$ cat src/rtl/cache_pkg.sv
// cache_pkg
// Shared definitions for the cache line burst logic.
//   state_t      : burst adapter FSM states (IDLE, WRITE, READ, DONE)
//   line_bits()  : word-counter width for a line of the given word count
//   offset_bits(): byte-offset width of a line (low address bits cleared
//                  to form the line base)
//   LINE_BITS / OFFSET_BITS : the above evaluated for the default geometry
//                  (8 words of 32 bits)
package cache_pkg;

   typedef enum logic [1:0] {
      ST_IDLE  = 2'd0,
      ST_WRITE = 2'd1,
      ST_READ  = 2'd2,
      ST_DONE  = 2'd3
   } state_t;

   localparam int DEF_WORD_W     = 32;
   localparam int DEF_LINE_WORDS = 8;

   function automatic int line_bits(input int line_words);
      return $clog2(line_words);
   endfunction

   function automatic int offset_bits(input int line_words, input int word_w);
      return $clog2(line_words * word_w / 8);
   endfunction

   localparam int LINE_BITS   = line_bits(DEF_LINE_WORDS);
   localparam int OFFSET_BITS = offset_bits(DEF_LINE_WORDS, DEF_WORD_W);

endpackage

$ cat src/rtl/line_burst_adapter.sv
// line_burst_adapter
// Moves one cache line between a line-wide client port and a word-wide
// memory port. A write-back (optionally followed by a fill) or a fill alone
// is accepted only while idle; each memory word is presented until the
// memory acknowledges it with mem_valid.
//
// Ports
//   CLK, RST            clock, synchronous active-high reset
//   rd_req, rd_addr     line fill request and byte address
//   wr_req, wr_addr     line write-back request and byte address
//   wr_line             line data to write back (word i at [i*WORD_W +: WORD_W])
//   rd_line             filled line, held until the next fill stores a word
//   busy                high while words are being transferred
//   done                one-cycle completion pulse
//   mem_addr            byte address of the current word
//   mem_re, mem_we      word read / write strobes
//   mem_wdata           word being written
//   mem_rdata           word being read
//   mem_valid           memory accepts/returns the current word
//   dbg_state           current FSM state
//
// Handshake: a word transfer completes on a rising edge where the strobe
// (mem_re or mem_we) is high and mem_valid is high; until then address,
// strobe and write data stay constant. mem_valid without a strobe is ignored.
module line_burst_adapter
   import cache_pkg::*;
#(
   parameter int WORD_W     = 32,
   parameter int LINE_WORDS = 8,
   parameter int ADDR_W     = 32
) (
   input  logic                         CLK,
   input  logic                         RST,
   input  logic                         rd_req,
   input  logic                         wr_req,
   input  logic [ADDR_W-1:0]            rd_addr,
   input  logic [ADDR_W-1:0]            wr_addr,
   input  logic [WORD_W*LINE_WORDS-1:0] wr_line,
   output logic [WORD_W*LINE_WORDS-1:0] rd_line,
   output logic                         busy,
   output logic                         done,
   output logic [ADDR_W-1:0]            mem_addr,
   output logic                         mem_re,
   output logic                         mem_we,
   output logic [WORD_W-1:0]            mem_wdata,
   input  logic [WORD_W-1:0]            mem_rdata,
   input  logic                         mem_valid,
   output state_t                       dbg_state
);

   localparam int CNT_W  = line_bits(LINE_WORDS);
   localparam int OFF_W  = offset_bits(LINE_WORDS, WORD_W);
   localparam int LINE_W = WORD_W * LINE_WORDS;

   localparam logic [ADDR_W-1:0] BASE_MASK  = {{(ADDR_W-OFF_W){1'b1}}, {OFF_W{1'b0}}};
   localparam logic [ADDR_W-1:0] WORD_BYTES = ADDR_W'(WORD_W / 8);
   localparam logic [CNT_W-1:0]  LAST_CNT   = CNT_W'(LINE_WORDS - 1);

   state_t              r_state;
   state_t              w_state_nxt;
   logic [CNT_W-1:0]    r_cnt;
   logic [CNT_W-1:0]    w_cnt_nxt;
   logic                r_fill_pend;
   logic [ADDR_W-1:0]   r_wr_base;
   logic [ADDR_W-1:0]   r_rd_base;
   logic [LINE_W-1:0]   r_wr_line;
   logic [LINE_W-1:0]   r_rd_line;
   logic                w_last;
   logic [ADDR_W-1:0]   w_word_off;

   assign w_last     = (r_cnt == LAST_CNT);
   // Address arithmetic wraps naturally at ADDR_W bits.
   assign w_word_off = ADDR_W'(r_cnt) * WORD_BYTES;
   assign rd_line    = r_rd_line;
   assign dbg_state  = r_state;

   // FSM state and word counter
   always_ff @(posedge CLK) begin
      if (RST) begin
         r_state <= ST_IDLE;
         r_cnt   <= '0;
      end else begin
         r_state <= w_state_nxt;
         r_cnt   <= w_cnt_nxt;
      end
   end

   // Next state and outputs
   always_comb begin
      w_state_nxt = r_state;
      w_cnt_nxt   = r_cnt;
      busy        = 1'b0;
      done        = 1'b0;
      mem_re      = 1'b0;
      mem_we      = 1'b0;
      mem_addr    = '0;
      mem_wdata   = '0;
      case (r_state)
         ST_IDLE: begin
            w_cnt_nxt = '0;
            // Write-back has precedence; a simultaneous fill is queued behind it.
            if (wr_req) begin
               w_state_nxt = ST_WRITE;
            end else if (rd_req) begin
               w_state_nxt = ST_READ;
            end
         end
         ST_WRITE: begin
            busy      = 1'b1;
            mem_we    = 1'b1;
            mem_addr  = r_wr_base + w_word_off;
            mem_wdata = r_wr_line[int'(r_cnt)*WORD_W +: WORD_W];
            if (mem_valid) begin
               if (w_last) begin
                  w_cnt_nxt   = '0;
                  w_state_nxt = r_fill_pend ? ST_READ : ST_DONE;
               end else begin
                  w_cnt_nxt = r_cnt + 1'b1;
               end
            end
         end
         ST_READ: begin
            busy     = 1'b1;
            mem_re   = 1'b1;
            mem_addr = r_rd_base + w_word_off;
            if (mem_valid) begin
               if (w_last) begin
                  w_cnt_nxt   = '0;
                  w_state_nxt = ST_DONE;
               end else begin
                  w_cnt_nxt = r_cnt + 1'b1;
               end
            end
         end
         ST_DONE: begin
            done        = 1'b1;
            w_cnt_nxt   = '0;
            w_state_nxt = ST_IDLE;
         end
         default: begin
            w_cnt_nxt   = '0;
            w_state_nxt = ST_IDLE;
         end
      endcase
   end

   // Request capture and read-data storage
   always_ff @(posedge CLK) begin
      if (RST) begin
         r_fill_pend <= 1'b0;
         r_wr_base   <= '0;
         r_rd_base   <= '0;
         r_wr_line   <= '0;
         r_rd_line   <= '0;
      end else begin
         if (r_state == ST_IDLE) begin
            if (wr_req) begin
               r_wr_line   <= wr_line;
               r_wr_base   <= wr_addr & BASE_MASK;
               r_rd_base   <= rd_addr & BASE_MASK;
               r_fill_pend <= rd_req;
            end else if (rd_req) begin
               r_rd_base   <= rd_addr & BASE_MASK;
               r_fill_pend <= 1'b0;
            end
         end
         if ((r_state == ST_READ) && mem_valid) begin
            r_rd_line[int'(r_cnt)*WORD_W +: WORD_W] <= mem_rdata;
         end
         if (r_state == ST_DONE) begin
            r_fill_pend <= 1'b0;
         end
      end
   end

endmodule

$ cat config.mk
export PLATFORM = sky130hd
export DESIGN_NAME = line_burst_adapter
export DESIGN_NICKNAME = d
export VERILOG_FILES = /design/src/rtl/cache_pkg.sv /design/src/rtl/line_burst_adapter.sv
export SDC_FILE = /design/constraint.sdc
export NUM_CORES = 1
export LEC_CHECK = 0
export ABC_AREA = 1
export BUFFER_PORTS_ARGS = -buffer_cell sky130_fd_sc_hd__buf_2
export CAP_MARGIN = 15
export CELL_PAD_IN_SITES_DETAIL_PLACEMENT = 1
export CELL_PAD_IN_SITES_GLOBAL_PLACEMENT = 1
export CORE_MARGIN = 1
export CORE_UTILIZATION = 30
export DETAILED_ROUTE_END_ITERATION = 8
export PLACE_DENSITY = 0.66
export SLEW_MARGIN = 30
export SYNTH_ARGS = -nofsm -noshare
export SYNTH_HDL_FRONTEND = slang
export SYNTH_SLANG_ARGS = --single-unit
$ cat constraint.sdc
create_clock -name CLK -period 3 [get_ports CLK]
set_input_delay 0.45 -clock CLK [delete_from_list [all_inputs] [get_ports CLK]]
set_output_delay 0.45 -clock CLK [all_outputs]
set_load 0.01 [all_outputs]
=== After elaboration in Yosys (flattened, before gate mapping) ===
Index checks and enable logic that the tools add are counted.

* Add/subtract/negate cells: 4
* Multiply operators: 0
* Divide/modulo/power cells: 0
* Order comparisons: 0
* Eq/ne operators: 10
* Shifts and indexed selects: 3
* Mux-type cells: 22
* Bitwise logic cells: 0
* Reductions and logical operators: 9

{| class="wikitable"
|+ Operators with widths
! cell !! number
|-
| $bwmux W256 || 1
|-
| $shift A32 B33 Y256 const A || 1
|-
| $shiftx A256 B9 Y32 || 1
|-
| $shiftx A32 B33 Y256 || 1
|-
| $mux W32 || 3
|-
| $add A32 B5 Y32 || 2
|-
| $pmux W32 S2 || 1
|-
| $neg A8 Y33 || 1
|-
| $mux W2 || 6
|-
| $ne A2 B2 Y1 const B || 4
|-
| $pmux W2 S4 || 1
|-
| $mux W1 || 7
|-
| $mux W3 || 2
|-
| $pmux W3 S2 || 1
|-
| $reduce_or A2 Y1 || 3
|-
| $reduce_and A5 Y1 || 1
|-
| $eq A2 B2 Y1 const B || 2
|-
| $reduce_and A2 Y1 || 2
|-
| $add A3 B1 Y3 const B || 1
|-
| $eq A3 B3 Y1 const B || 1
|-
| $ne A3 B3 Y1 const B || 1
|-
| $eq A2 B1 Y1 const B || 1
|-
| $logic_not A2 Y1 || 1
|-
| $ne A2 B1 Y1 const B || 1
|-
| 2 further kinds || 2
|}

* Flip-flop bits (word level): 577
* Bits in latches: 0
* RAM bits: 0
* Memory bits (read-only): 0
* Input bits: 357
* Output and inout port bits: 326
* Logic and storage cells: 55
* Memories kept: 0

=== Logic depth before layout (Yosys ltp) ===
* Word-level depth: 4
* Mapped depth: 14
* Mapped depth without buffers: 10

=== Worst setup path after synthesis ===
Ideal clock, no wire load.

* Path kind: register to register
* Start: register r_cnt[0]
* End: register r_rd_line[201], in the netlist rd_line[201]
* Setup time: 113 ps
* Data arrival time: 2382 ps
* Required time: 2887 ps
* Path slack: 505 ps
* Cell stages (with the launch flop): 14
* Path buffers: 6
* Clock period less this slack: 2495 ps
* Path through: dfxtp_1 > buf_4 > inv_2 > buf_2 > buf_2 > ha_1 > ha_1 > buf_2 > nor3_4 > nand2_2 > buf_6 > buf_2 > nor2_1 > nor2_1

* Cells in the longest elaborated chain, start to end: 3
* Elaborated cells between the ends (all ways): 4
* Classes of those cells: add/sub (1); shift (2); mux (1)

{| class="wikitable"
|+ Ends and longest elaborated chain
! item !! RTL line !! RTL
|-
| from (decl) || line_burst_adapter.sv:61 || <nowiki>logic [CNT_W-1:0] r_cnt;</nowiki>
|-
| from (signal assigned) || line_burst_adapter.sv:84 || <nowiki>r_cnt <= w_cnt_nxt;</nowiki>
|-
| $neg A8 Y33 * || line_burst_adapter.sv:168 || <nowiki>r_rd_line[int'(r_cnt)*WORD_W +: WORD_W] <= mem_rdata;</nowiki>
|-
| $shiftx A32 B33 Y256 or $shift A32 B33 Y256 (tied branches) || line_burst_adapter.sv:168 ||
|-
| $bwmux W256 * || line_burst_adapter.sv:168 ||
|-
| to (signal, indexed assignment) || line_burst_adapter.sv:168 ||
|-
| to (decl) || line_burst_adapter.sv:67 || <nowiki>logic [LINE_W-1:0] r_rd_line;</nowiki>
|}

Mark *: on every way between the ends. The rest lies on a longest branch, timed or not.
A chain may end at the register's enable or synchronous reset.

=== Worst setup path in the final report ===
* Start: register r_cnt[0]
* End: output mem_wdata[29]

* Cells in the longest elaborated chain, start to end: 2

{| class="wikitable"
|+ Ends and longest elaborated chain
! item !! RTL line !! RTL
|-
| $shiftx A256 B9 Y32 || line_burst_adapter.sv:112 || <nowiki>mem_wdata = r_wr_line[int'(r_cnt)*WORD_W +: WORD_W];</nowiki>
|-
| $mux W32 || line_burst_adapter.sv:98 || <nowiki>case (r_state)</nowiki>
|-
| to (decl) || line_burst_adapter.sv:45 || <nowiki>output logic [WORD_W-1:0] mem_wdata,</nowiki>
|}

Every way passes these cells.

==> impl_results.md <==
* Status: finished, final reports clean
* Routed vias at approximately 27,000
* Synth top area share at 0.446
* Post-layout worst setup margin at 0.150 ns
* FMAX at around 350 MHz
* Pwr dens at 817 nW/um2
* Worst-Skew Late Latency at 0.61 ns
* Maxcap violations at 0
* Critical path launch point type: flip-flop
* Max-slew headroom at 0.410
* Post-synthesis adder-cell area fraction at 0.00536
* Area grow syn2layout at 25.7%
* Top delay family on crit path: buffers and inverters
* DR DRC count at 0
* Ranking of synthesized cells by area: dfxtp_1, nor2_1, nand2_1
* Type of element capturing the critical path: output port
* Compound-Gate Fraction of Synth Area at 0.115
* Sequential Area at roughly 11,000 um2
* Unrepaired setup endpoints after global routing: false
* Htree depth at 3
* Die height at slightly below 300 um
* Yosys top cell by area: dfxtp_1
* Final hold violations at 0
* Final instance area at around 32,000 um2
* Fin Setup TNS at 0 ns
* Initial Utilization at 0.305
* Core outline area at between 80,000 and 90,000 um2
* Ports at slightly below 700
* Filler cells at 11,000
* DIE AREA at between 80,000 and 90,000 um2
* CTS root buffer: clkbuf_16
* Worst VDD drop at approximately 430 uV
* Max incr delay on CP at 0.40 ns
* GR Overflow Total at 0
* 1st-pass router iterations at 5
* Period Utilization, post-route at 0.950
* Global Route Usage Sum at 0.248
* Row cnt at ~110
* Max-slew violations at 0
* Longest Clk Path Bufs at 3
* Setup violators final at 0
* Syn_area_per_cell at 6.49 um2
* Mapped Area at around 26,000 um2
* CTS tree: yes
* Xor/xnor share of the synthesized area at 0
* Cells after Synth at ~4,000
* Initial antenna violation count at 49
* Main combinational cell family by area after synthesis: simple AND/OR/NAND/NOR gates
* Crit path buf inv count at 3
* Worst Setup Path Type: reg2out
* DR iter-0 viols at approximately 1,200
* Count of state elements after synthesis at 572
* Total CTS buffers at 70
* Critical-path top delay cell: dfxtp_4
* Hpwl dp at just under 80,000 um
* Avg WL per Cell at between 15 and 20 um
* Mux share of post-synthesis cell area at 0
* Worst Skew at 0.0242 ns
* CTS Hold Bufs at 0
* Port bufs at 670
* Sink Count at ~570
* R2r setup slk at between 0.4 and 0.5 ns
* Leak pwr at ~16 nW
* Clock transition at path regs at 0.06 ns
* Die width at about 290 um
* RePlAce Congestion at 0.858
* Final Non-Filler Cells at ~5,700
* Data required time of the worst path at 2.55 ns
* Share of post-route cells with drive strength above 1 at 0.194
* CP Cell Sequence: inv_6, buf_12, nor2_1, o21ai_0, nor2_1, nor2_1, buf_2
* Nets@finish at 4,840
* First-pass GRT wire length at ~160,000 um
* Via density at approximately 4.7
* Area of the multi-input gates at 11,600 um2
* Pwr Total at 26.4 mW
* Vias in the first global route at about 26,000
* Placed instance area at between 20,000 and 30,000 um2
* DP Worst Slack at approximately 0.37 ns
* Ys Warns at 0
* Synth cell types at 30
* Crit-path most repeated cell: nor2_1
* Largest net degree at the start of global routing at 143
* Sequential-to-total area share from yosys stat at 0.446
* Critical-path maximum fanout at 67
* DP Cell Count at around 5,500
* Slew @ Worst Pin at slightly below 0.9 ns
* Post-Route WL at approximately 110,000 um
* Min cycle time layout at about 2.8 ns
* Arr. time, crit path at between 2 and 2.5 ns
* Hold crit path type: in2reg
* Simple-Gate Fraction of Synth Area at 0.331
* Post-route ant nets at 0
## per-stage QoR
stage	hold WS, ns	utilization
floorplan	0.429	-
global placement	0.438	0.356
detailed placement	0.445	0.356
CTS	0.0515	0.382
global route	0.0906	0.383
finish	0.0897	0.383
## report_power, final
group	internal, mW	switching, mW
combinational	2.44	6.04
clock	4.82	3.43
sequential	8.97	0.678
## per-layer routing
layer  vias up  track usage  share of wire
li1      13300            -              -
met3       205       0.0603          0.063
met1     12700        0.284           0.40
met2       606        0.444           0.50
met5         -            0         0.0033
met4        56       0.0926          0.035
## flip-flops by register name (all words and copies together), names as in the netlist
signal	flops
dbg_state	2
r_cnt	3
r_fill_pend	1
r_rd_base	27
r_wr_base	27
r_wr_line	256
rd_line	256
## path summary, 6_finish.rpt
| check | startpoint | cells after the start | to |
|---|---|---|---|
| setup / recovery | r_cnt[0] | 7 | mem_wdata[29] |
| hold / removal | wr_line[152] | 3 | r_wr_line[152] |
| setup reg to reg | r_cnt[1] | 9 | rd_line[50] |
| hold reg to reg | r_wr_line[162] | 2 | r_wr_line[162] |
## worst reg2reg max path, cell delays in order, from the launching register on
cell,delay [ns]
dfxtp_4,0.39
inv_2,0.09
buf_4,0.41
ha_1,0.24
inv_1,0.07
nor2_4,0.25
nand3_2,0.40
buf_12,0.34
o21ai_0,0.18
nor2_1,0.07
## placed cells by master (no fill, tap or decap), drive strengths merged
cell type,count
a21oi,163
a22oi,1
and3,3
buf,734
bufbuf,1
bufinv,2
clkbuf,101
clkinv,15
conb,2
dfxtp,572
diode,18
ha,11
inv,358
nand2,665
nand3,206
nand4,53
nor2,1199
nor3,6
o21ai,424
or2,1
## Yosys cell counts
library cell / n
a21oi_1: 162
a21oi_2: 1
a22oi_1: 1
and3_1: 3
buf_1: 23
buf_2: 84
buf_4: 16
buf_6: 4
clkbuf_1: 166
clkinv_1: 2
conb_1: 1
dfxtp_1: 572
ha_1: 11
inv_1: 351
inv_2: 6
nand2_1: 651
nand2_2: 13
nand2_4: 1
nand3_1: 205
nand3_2: 1
nand4_1: 53
nor2_1: 1196
nor2_2: 1
nor2_4: 2
nor3_1: 4
nor3_2: 1
nor3_4: 1
o21ai_0: 422
o21ai_1: 2
or2_2: 1
## what timing repair did
item                                    CTS  global route
resized for setup                         8             5
endpoints found under the setup margin   22             6
pin swaps                                 0             0
hold endpoints to repair                  0             0
gates cloned                              1             0
buffers inserted                          0             0
## logic make-up (layout without fill, tap and decap cells)
family	after synthesis	in the layout
simple gates	2133	2133
buf+inv	652	1211
other cells	1	20
flops	572	572
compound gates	588	588
fa+ha+maj	11	11
## layout make-up
type,instances,share of cell area
multi-input combinational,2734,0.361
timing repair buffer,735,0.129
sequential,572,0.355
antenna,18,0.00140
clock inverter,16,0.00520
clock buffer,101,0.0623
tap,1134,0.0440
inverter,359,0.0423
No activity file was read; power rests on OpenSTA's default activity.
